[src/rtl/stream_mux_rr.sv]
// stream_mux_rr: flow-controlled N:1 stream mux, fixed-select or round-robin,
// with a single registered output stage (one word per cycle, one cycle latency).
module stream_mux_rr #(
    parameter int WIDTH = 8,
    parameter int NCH   = 4,
    parameter int SELW  = $clog2(NCH)
) (
    input  logic               clk,
    input  logic               rst_n,
    input  logic [NCH*WIDTH-1:0] in_data,
    input  logic [NCH-1:0]     in_valid,
    output logic [NCH-1:0]     in_ready,
    input  logic [SELW-1:0]    sel,
    input  logic               rr_en,
    output logic [WIDTH-1:0]   out_data,
    output logic               out_valid,
    input  logic               out_ready,
    output logic [SELW-1:0]    out_ch
);
    logic [SELW-1:0]  ptr, rr_g, g;
    logic             rr_hit, load_ok, xfer;
    logic [WIDTH-1:0] g_data;

    // Descending scan so the nearest valid channel after ptr is the last to win.
    always_comb begin
        rr_hit = 1'b0;
        rr_g   = '0;
        for (int k = NCH; k >= 1; k--) begin
            if (in_valid[SELW'((int'(ptr) + k) % NCH)]) begin
                rr_hit = 1'b1;
                rr_g   = SELW'((int'(ptr) + k) % NCH);
            end
        end
    end

    assign g       = rr_en ? rr_g : sel;
    assign load_ok = !out_valid || out_ready;
    // An out-of-range sel shifts the one-hot off the top, leaving no grant.
    assign in_ready = (rst_n && load_ok) ?
                      (rr_en ? (rr_hit ? NCH'(1) << rr_g : '0) : NCH'(1) << sel) : '0;
    assign xfer    = |(in_valid & in_ready);

    always_comb begin
        g_data = '0;
        for (int i = 0; i < NCH; i++)
            g_data = g_data | (in_data[i*WIDTH +: WIDTH] & {WIDTH{in_ready[i]}});
    end

    always_ff @(posedge clk or negedge rst_n) begin
        if (!rst_n) begin
            out_valid <= 1'b0;
            out_data  <= '0;
            out_ch    <= '0;
            ptr       <= SELW'(NCH - 1);
        end else if (xfer) begin
            out_valid <= 1'b1;
            out_data  <= g_data;
            out_ch    <= g;
            if (rr_en)
                ptr <= g;
        end else if (out_ready) begin
            out_valid <= 1'b0;
        end
    end
endmodule

[config.mk]
export PLATFORM = sky130hd
export DESIGN_NAME = stream_mux_rr
export DESIGN_NICKNAME = d
export VERILOG_FILES = /design/src/rtl/stream_mux_rr.sv
export SDC_FILE = /design/constraint.sdc
export NUM_CORES = 1
export LEC_CHECK = 0
export ABC_AREA = 1
export CELL_PAD_IN_SITES_DETAIL_PLACEMENT = 0
export CELL_PAD_IN_SITES_GLOBAL_PLACEMENT = 2
export CORE_MARGIN = 2
export CORE_UTILIZATION = 19
export DETAILED_ROUTE_END_ITERATION = 8
export PLACE_DENSITY_LB_ADDON = 0.1
export RECOVER_POWER = 100
export SYNTH_ARGS = -nofsm -noshare
export SYNTH_HDL_FRONTEND = slang
export SYNTH_SLANG_ARGS = --single-unit
[constraint.sdc]
create_clock -name clk -period 2.5 [get_ports clk]
set_clock_uncertainty 0.05 [all_clocks]
set_input_delay 0.625 -clock clk [delete_from_list [all_inputs] [get_ports clk]]
set_output_delay 0.625 -clock clk [all_outputs]
set_load 0.01 [all_outputs]
==> impl_metrics.tcl, run 1 <==
set metrics [dict create \
    synthSimpleGateAreaFrac_pct 52.6 \
    critPathTopFamily "simple AND/OR/NAND/NOR gates" \
    cp_max_fo 7 \
    pre_cts_slack_ns -0.897 \
    synth_xor_area_share_pct 0 \
    detail_route.wl_per_cell_um 12.2 \
    synth_compound_area_share_pct 10.7 \
    muxShareOfSynthArea_pct 0 \
    synth-edff-count 0 \
    path_common_cell "nand2_2" \
    hpwlAfterDp_mm 3.46 \
    setup_violations 4 \
    drt_iter0_drc 41 \
    final_max_slew_viol_count 0 \
    synth_commonest_cells "nand2_1 (104), inv_1 (15), nand2_2 (15)" \
    synth.distinct_cells 19 \
    first_pass_iters 4 \
    pwr-share-comb_pct 72.7 \
    nets 326 \
    multi_input_area_sq_um 918 \
    p_leak_uw 0.00118 \
    dieWidth_um 81.9 \
    setup_tns_ns -0.703 \
    synth_fa_ha_area_share_pct 0 \
    cap_violations 0 \
    swShare_pct 45.9 \
    synth-seq-area-share_pct 28.4 \
    vdd_drop_max_v 0.000365 \
    crit_slowest_cell "dfstp_2" \
    power_switching_uw 950 \
    max_stage_delay_ns 0.65 \
    synth_area_leader_cell "nand2_1" \
    grt_pass1_vias 1390 \
    core_sq_mm 0.00589 \
    layout_setup_ws_ns -0.222 \
    drc 0 \
    grt_pass1_wl_mm 6.49 \
    hp-class "reg -> reg" \
    grt_max_degree 14 \
    yosys.cell_count.top_type "nand2_1" \
    ys.flop_type "dfrtp_1" \
    p_per_area_mw_per_mm2 904 \
    power_frac_seq_pct 18.0 \
    synth_top_family_by_area "simple AND/OR/NAND/NOR gates" \
    finalCritPeriodShare_pct 109 \
    yosys-top-cells-area "nand2_1 (34%), dfrtp_1 (24%), nand2_2 (8.1%), inv_1 (4.9%), nand3_1 (4.8%)" \
    htreeDepth 1 \
    synth_cells 192 \
    critPathBufInv 2 \
    period_needed_ns 2.72 \
    clk_pin_slew_ns 0.06 \
    critPathCaptureType "primary output" \
    worstSetupPathType "reg -> out" \
    start_kind "flop" \
    seq_area_sq_um 328 \
    numCtsBuffers 3 \
    ys_seq_elements 13 \
    diodes 0 \
    synth_nets 234 \
    cp.arrival_ns 2.05 \
    synth_warnings 0 \
    antenna_found_initial 0 \
    tritoncts "built" \
    drive_gt1_share_pct 35.7 \
    die_h_um 81.9 \
    track_usage_pct 12.9 \
    ant_nets 0 \
    r2r_setup_slack_ns 0.12 \
    ys_async_sr_fraction_pct 100 \
    num_rows 28 \
    avgSynthCellArea_sq_um 6.01 \
    overflow 0 \
    clkPwrFrac_pct 9.3 \
    syn_area_sq_mm 0.00115 \
    crit_required_ns 1.82 \
    gp_congestion 0.711 \
    wl_mm 4.35 \
    failed_checks "setup timing" \
    synth_top_area_share_pct 33.8 \
    ioPinCount 57 \
    vias 1489 \
    power.internal_uw 1120 \
    die_area_sq_mm 0.00671 \
    viasPerCell 4.16 \
    path_cells "buf_6, nand2_2, nand2_2, nand2_2, nand2_2, nand2_2, nand2_2, nand2_2, nand2_4, nand3_4, a21boi_4, buf_2" \
    cts_buffer_depth 2 \
    syn2layout_area_growth_pct 98.3 \
    rsz0062_at_grt "yes" \
    clockRootBuffer "clkbuf_8" \
    clock_latency_ns 0.24 \
    slew_headroom_pct 46.0 \
    initial_core_util_pct 19.6 \
    fmax_ghz 0.367 \
    port_buffers 56 \
    tightest_slew_ns 0.809 \
    holdBufCountCts 0 \
    timing_hold_violations_final 0 \
    clock_sinks 13 \
    status "complete, but fails checks" \
    nFillCells 647 \
]
metrics by stage:
stage               hold slack [ns]  util, %  cells  cell area [sq um]  total power (uW)
floorplan                     0.279        -    192               1150               984
global placement              0.424     34.0    348               2000              1590
detailed placement            0.426     34.0    348               2000              1570
CTS                           0.444     36.4    356               2140              1930
global route                  0.450     38.9    358               2290              2250
finish                        0.435     38.9    358               2290              2070
cell families (layout without fill, tap and decap cells):
family,count (synthesis),count (layout)
AO/OA/AOI/OAI,18,18
AND/OR/NAND/NOR,140,141
flip-flops,13,13
buffers and inverters,21,111
final timing paths:
kind	from	to	cells after the start
worst min register to register	out_data[3]	out_data[3]	2
worst max register to register	ptr[0]	out_data[0]	18
min in group asynchronous	rst_n	out_data[4]	2
max in group asynchronous	rst_n	out_ch[0]	2
worst min-delay path	out_data[3]	out_data[3]	2
worst max-delay path	ptr[0]	in_ready[1]	12
state kept, by name, summed over array words and instances, names as in the netlist:
name and flops:
out_ch 2, out_data 8, out_valid 1, ptr 2
layout make-up:
cell class / count / share of cell area [%]
well taps: 75 / 4.10
clock buffers: 4 / 1.97
inverters: 18 / 3.06
repair buffers: 89 / 36.4
multi-input cells: 159 / 40.2
flip-flops and latches: 13 / 14.3
worst reg2reg max path, stage by stage, from the launching register on:
cell and delay [ns]:
dfstp_2 0.65, buf_6 0.13, nand2_2 0.04, nand2_2 0.09, nand2_2 0.07, nand2_2 0.08, nand2_2 0.08, nand2_2 0.07
nand2_2 0.06, nand2_4 0.12, o21ai_4 0.07, buf_4 0.13, buf_4 0.14, nand3_4 0.06, nand2_4 0.06, nor2_4 0.19
buf_12 0.16, nand2_2 0.04, nand2_1 0.06
cell usage in the layout (no fill, tap or decap):
master,instances
nand2_4,10
dfrtp_1,11
o21ai_1,7
clkbuf_8,3
nor2_2,2
nand3_2,4
o21ai_2,2
inv_4,1
o21a_1,1
nand2_1,83
dlygate4sd3_1,12
o21ai_0,4
clkdlybuf4s50_1,36
inv_1,13
a21boi_4,2
nor2_4,2
nor2_1,3
clkbuf_1,2
buf_4,26
nand2_2,28
buf_12,1
nand3_1,6
a21oi_4,1
buf_6,8
dfstp_2,2
inv_2,4
o21ai_4,1
nand3_4,3
dlygate4sd2_1,2
clkdlybuf4s15_1,2
buf_2,1
power by group through the flow:
stage / Clock [uW] / Sequential [uW] / Combinational (uW)
after global placement: 0 / 372 / 1220
after detailed placement: 0 / 368 / 1200
after CTS: 203 / 370 / 1360
after global routing: 213 / 383 / 1650
final: 193 / 372 / 1500
after floorplan: 0 / 379 / 605
timing repair:
item	in CTS	in global routing
setup buffers	4	1
endpoints found under the setup margin	15	17
gates resized for setup	48	34
pin swaps	4	17
hold endpoints to repair	0	0
gates cloned	0	1
routing by layer:
layer	routed length, um	GRT usage (%)	up-vias
met2	2220	23.3	32
li1	-	-	774
met4	16	2.50	0
met1	1900	15.6	681
met5	0	0	-
met3	209	3.08	2
No activity file was read; power rests on OpenSTA's default activity.
==> run 2: changes to the inputs <==
--- a/config.mk
+++ b/config.mk
@@ -8,7 +8,6 @@
 export ABC_AREA = 1
 export CELL_PAD_IN_SITES_DETAIL_PLACEMENT = 0
 export CELL_PAD_IN_SITES_GLOBAL_PLACEMENT = 2
-export CORE_MARGIN = 2
 export CORE_UTILIZATION = 19
 export DETAILED_ROUTE_END_ITERATION = 8
 export PLACE_DENSITY_LB_ADDON = 0.1
==> impl_metrics.tcl, run 2 (synthesized netlist as in run 1, its figures left out) <==
set metrics [dict create \
    status "complete, but fails checks" \
    failed_checks "setup timing" \
    die_h_um 79.9 \
    design_area_sq_mm 0.00229 \
    crit_slowest_cell "dfstp_2" \
    period_needed_ns 2.65 \
    viasPerCell 4.01 \
    place_area_sq_mm 0.00197 \
    core_sq_mm 0.00589 \
    detail_route.wl_per_cell_um 12.3 \
    drc 0 \
    setup_violations 12 \
    clock_sinks 13 \
    antenna_found_initial 0 \
    cap_violations 0 \
    slew_headroom_pct 48.1 \
    grt_pass1_vias 1482 \
    htreeDepth 1 \
    layout_setup_ws_ns -0.149 \
    wl_mm 4.40 \
    final_util_pct 39.0 \
    drt_iter0_drc 21 \
    path_cells "buf_6, nand2_4, o21ai_4, nand2_1, nand2_2, nand2_2, nand2_4, nand2_4, nor2_4, nand2_4, a21boi_4, buf_6" \
    finalCritPeriodShare_pct 106 \
    top_regs "out_data x8, out_ch x2, ptr x2" \
    crit_required_ns 1.82 \
    timing.hold.ws_ns 0.437 \
    timing_hold_violations_final 0 \
    first_pass_iters 4 \
    p_per_area_mw_per_mm2 934 \
    port_buffers 56 \
    nets 327 \
    vias 1438 \
    top_register "out_data" \
    critPathCaptureType "primary output" \
    dieWidth_um 79.9 \
    cts_buffer_depth 2 \
    hp-class "reg -> reg" \
    die_area_sq_mm 0.00639 \
    clockRootBuffer "clkbuf_8" \
    path_common_cell "nand2_4" \
    grt_pass1_wl_mm 7.06 \
    track_usage_pct 14.4 \
    clock_latency_ns 0.24 \
    largest_register_ff_count 8 \
    start_kind "flop" \
    diodes 0 \
    stdcell_count 359 \
    numCtsBuffers 3 \
    gp_congestion 0.756 \
    tightest_slew_ns 0.778 \
    p_leak_uw 0.00119 \
    syn2layout_area_growth_pct 98.8 \
    fmax_ghz 0.378 \
    clk_pin_slew_ns 0.06 \
    ant_nets 0 \
    nFillCells 661 \
    num_rows 28 \
    worstSetupPathType "reg -> out" \
    final_common_cell "nand2_1" \
    grt_max_degree 14 \
    setup_tns_ns -0.705 \
    cp_max_fo 4 \
    tritoncts "built" \
    final_max_slew_viol_count 0 \
    holdBufCountCts 0 \
    cp.arrival_ns 1.97 \
    drive_gt1_share_pct 37.0 \
    ioPinCount 57 \
    vdd_drop_max_v 0.000335 \
    final_cell_mix "nand2_1 (82), clkdlybuf4s50_1 (35), buf_4 (30)" \
    hpwlAfterDp_mm 3.33 \
    max_stage_delay_ns 0.60 \
    dpl.cell_count 344 \
    overflow 0 \
    rsz0062_at_grt "yes" \
    initial_core_util_pct 19.6 \
]
==> run 2: cell types whose count changed in the layout (fill, tap and decap cells not counted), sizes merged <==
cell           before  now
buf                36   37
clkbuf              5    9
clkdlybuf4s15       2    1
clkdlybuf4s50      36   35
dlygate4sd2         2    0
dlymetal6s2s        0    1
nand2             121  120
==> run 2: worst paths after layout <==
kind                        startpoint          end  slack [ns]  depth (start not counted)
min reg2reg                out_data[3]  out_data[3]        0.44                          2
max                             ptr[0]  in_ready[3]       -0.15                         12
min                        out_data[3]  out_data[3]        0.44                          2
min in group asynchronous        rst_n  out_data[2]        0.96                          2
max in group asynchronous        rst_n    out_ch[0]        0.96                          2
max reg2reg                     ptr[0]  out_data[2]       -0.03                         19
==> run 2: worst max-delay path, delay by kind of cell (launching register included) <==
kind            cells  cell delay, ns
compound gates      2            0.25
simple gates        8            0.61
buf+inv             2            0.28
flops               1            0.60
==> run 2: power by group <==
| group | leakage [uW] | switching (uW) | internal [uW] |
|---|---|---|---|
| Clock | 0.0000228 | 78.3 | 113 |
| Combinational | 0.00101 | 829 | 761 |
| Sequential | 0.000165 | 64.2 | 297 |
| Total | 0.00119 | 971 | 1170 |
==> run 2: through the flow <==
step | setup WS [ns] | power (uW)
after floorplan | 0.328 | 984
after global placement | -0.989 | 1560
after detailed placement | -0.892 | 1540
after CTS | -0.136 | 1960
after global routing | -0.279 | 2330
final | -0.149 | 2140
==> run 2: layout make-up <==
| cell class | count | area, sq um | share of cell area, % |
|---|---|---|---|
| Timing Repair Buffer | 91 | 850 | 37.0 |
| Clock buffer | 4 | 45.0 | 1.96 |
| Inverter | 18 | 72.6 | 3.16 |
| Multi-Input combinational cell | 158 | 905 | 39.4 |
| Tap cell | 75 | 93.8 | 4.09 |
| Sequential cell | 13 | 328 | 14.3 |
==> run 2: what timing repair did <==
item                                    4_1_cts  5_1_grt
pin swaps                                     7       19
endpoints found under the setup margin       17       17
setup buffers                                 7        3
gates cloned                                  0        1
resized for setup                            54       32
==> run 2: layer usage <==
layer  share of wire [%]  GRT usage [%]  vias up  wire length [um]
met1                  46           19.1      629              2040
met5                   0              0        -                 0
li1                    -              -      774                 -
met3                 3.9           3.20        2               172
met2                  49           24.1       33              2170
met4                0.57           2.14        0                25
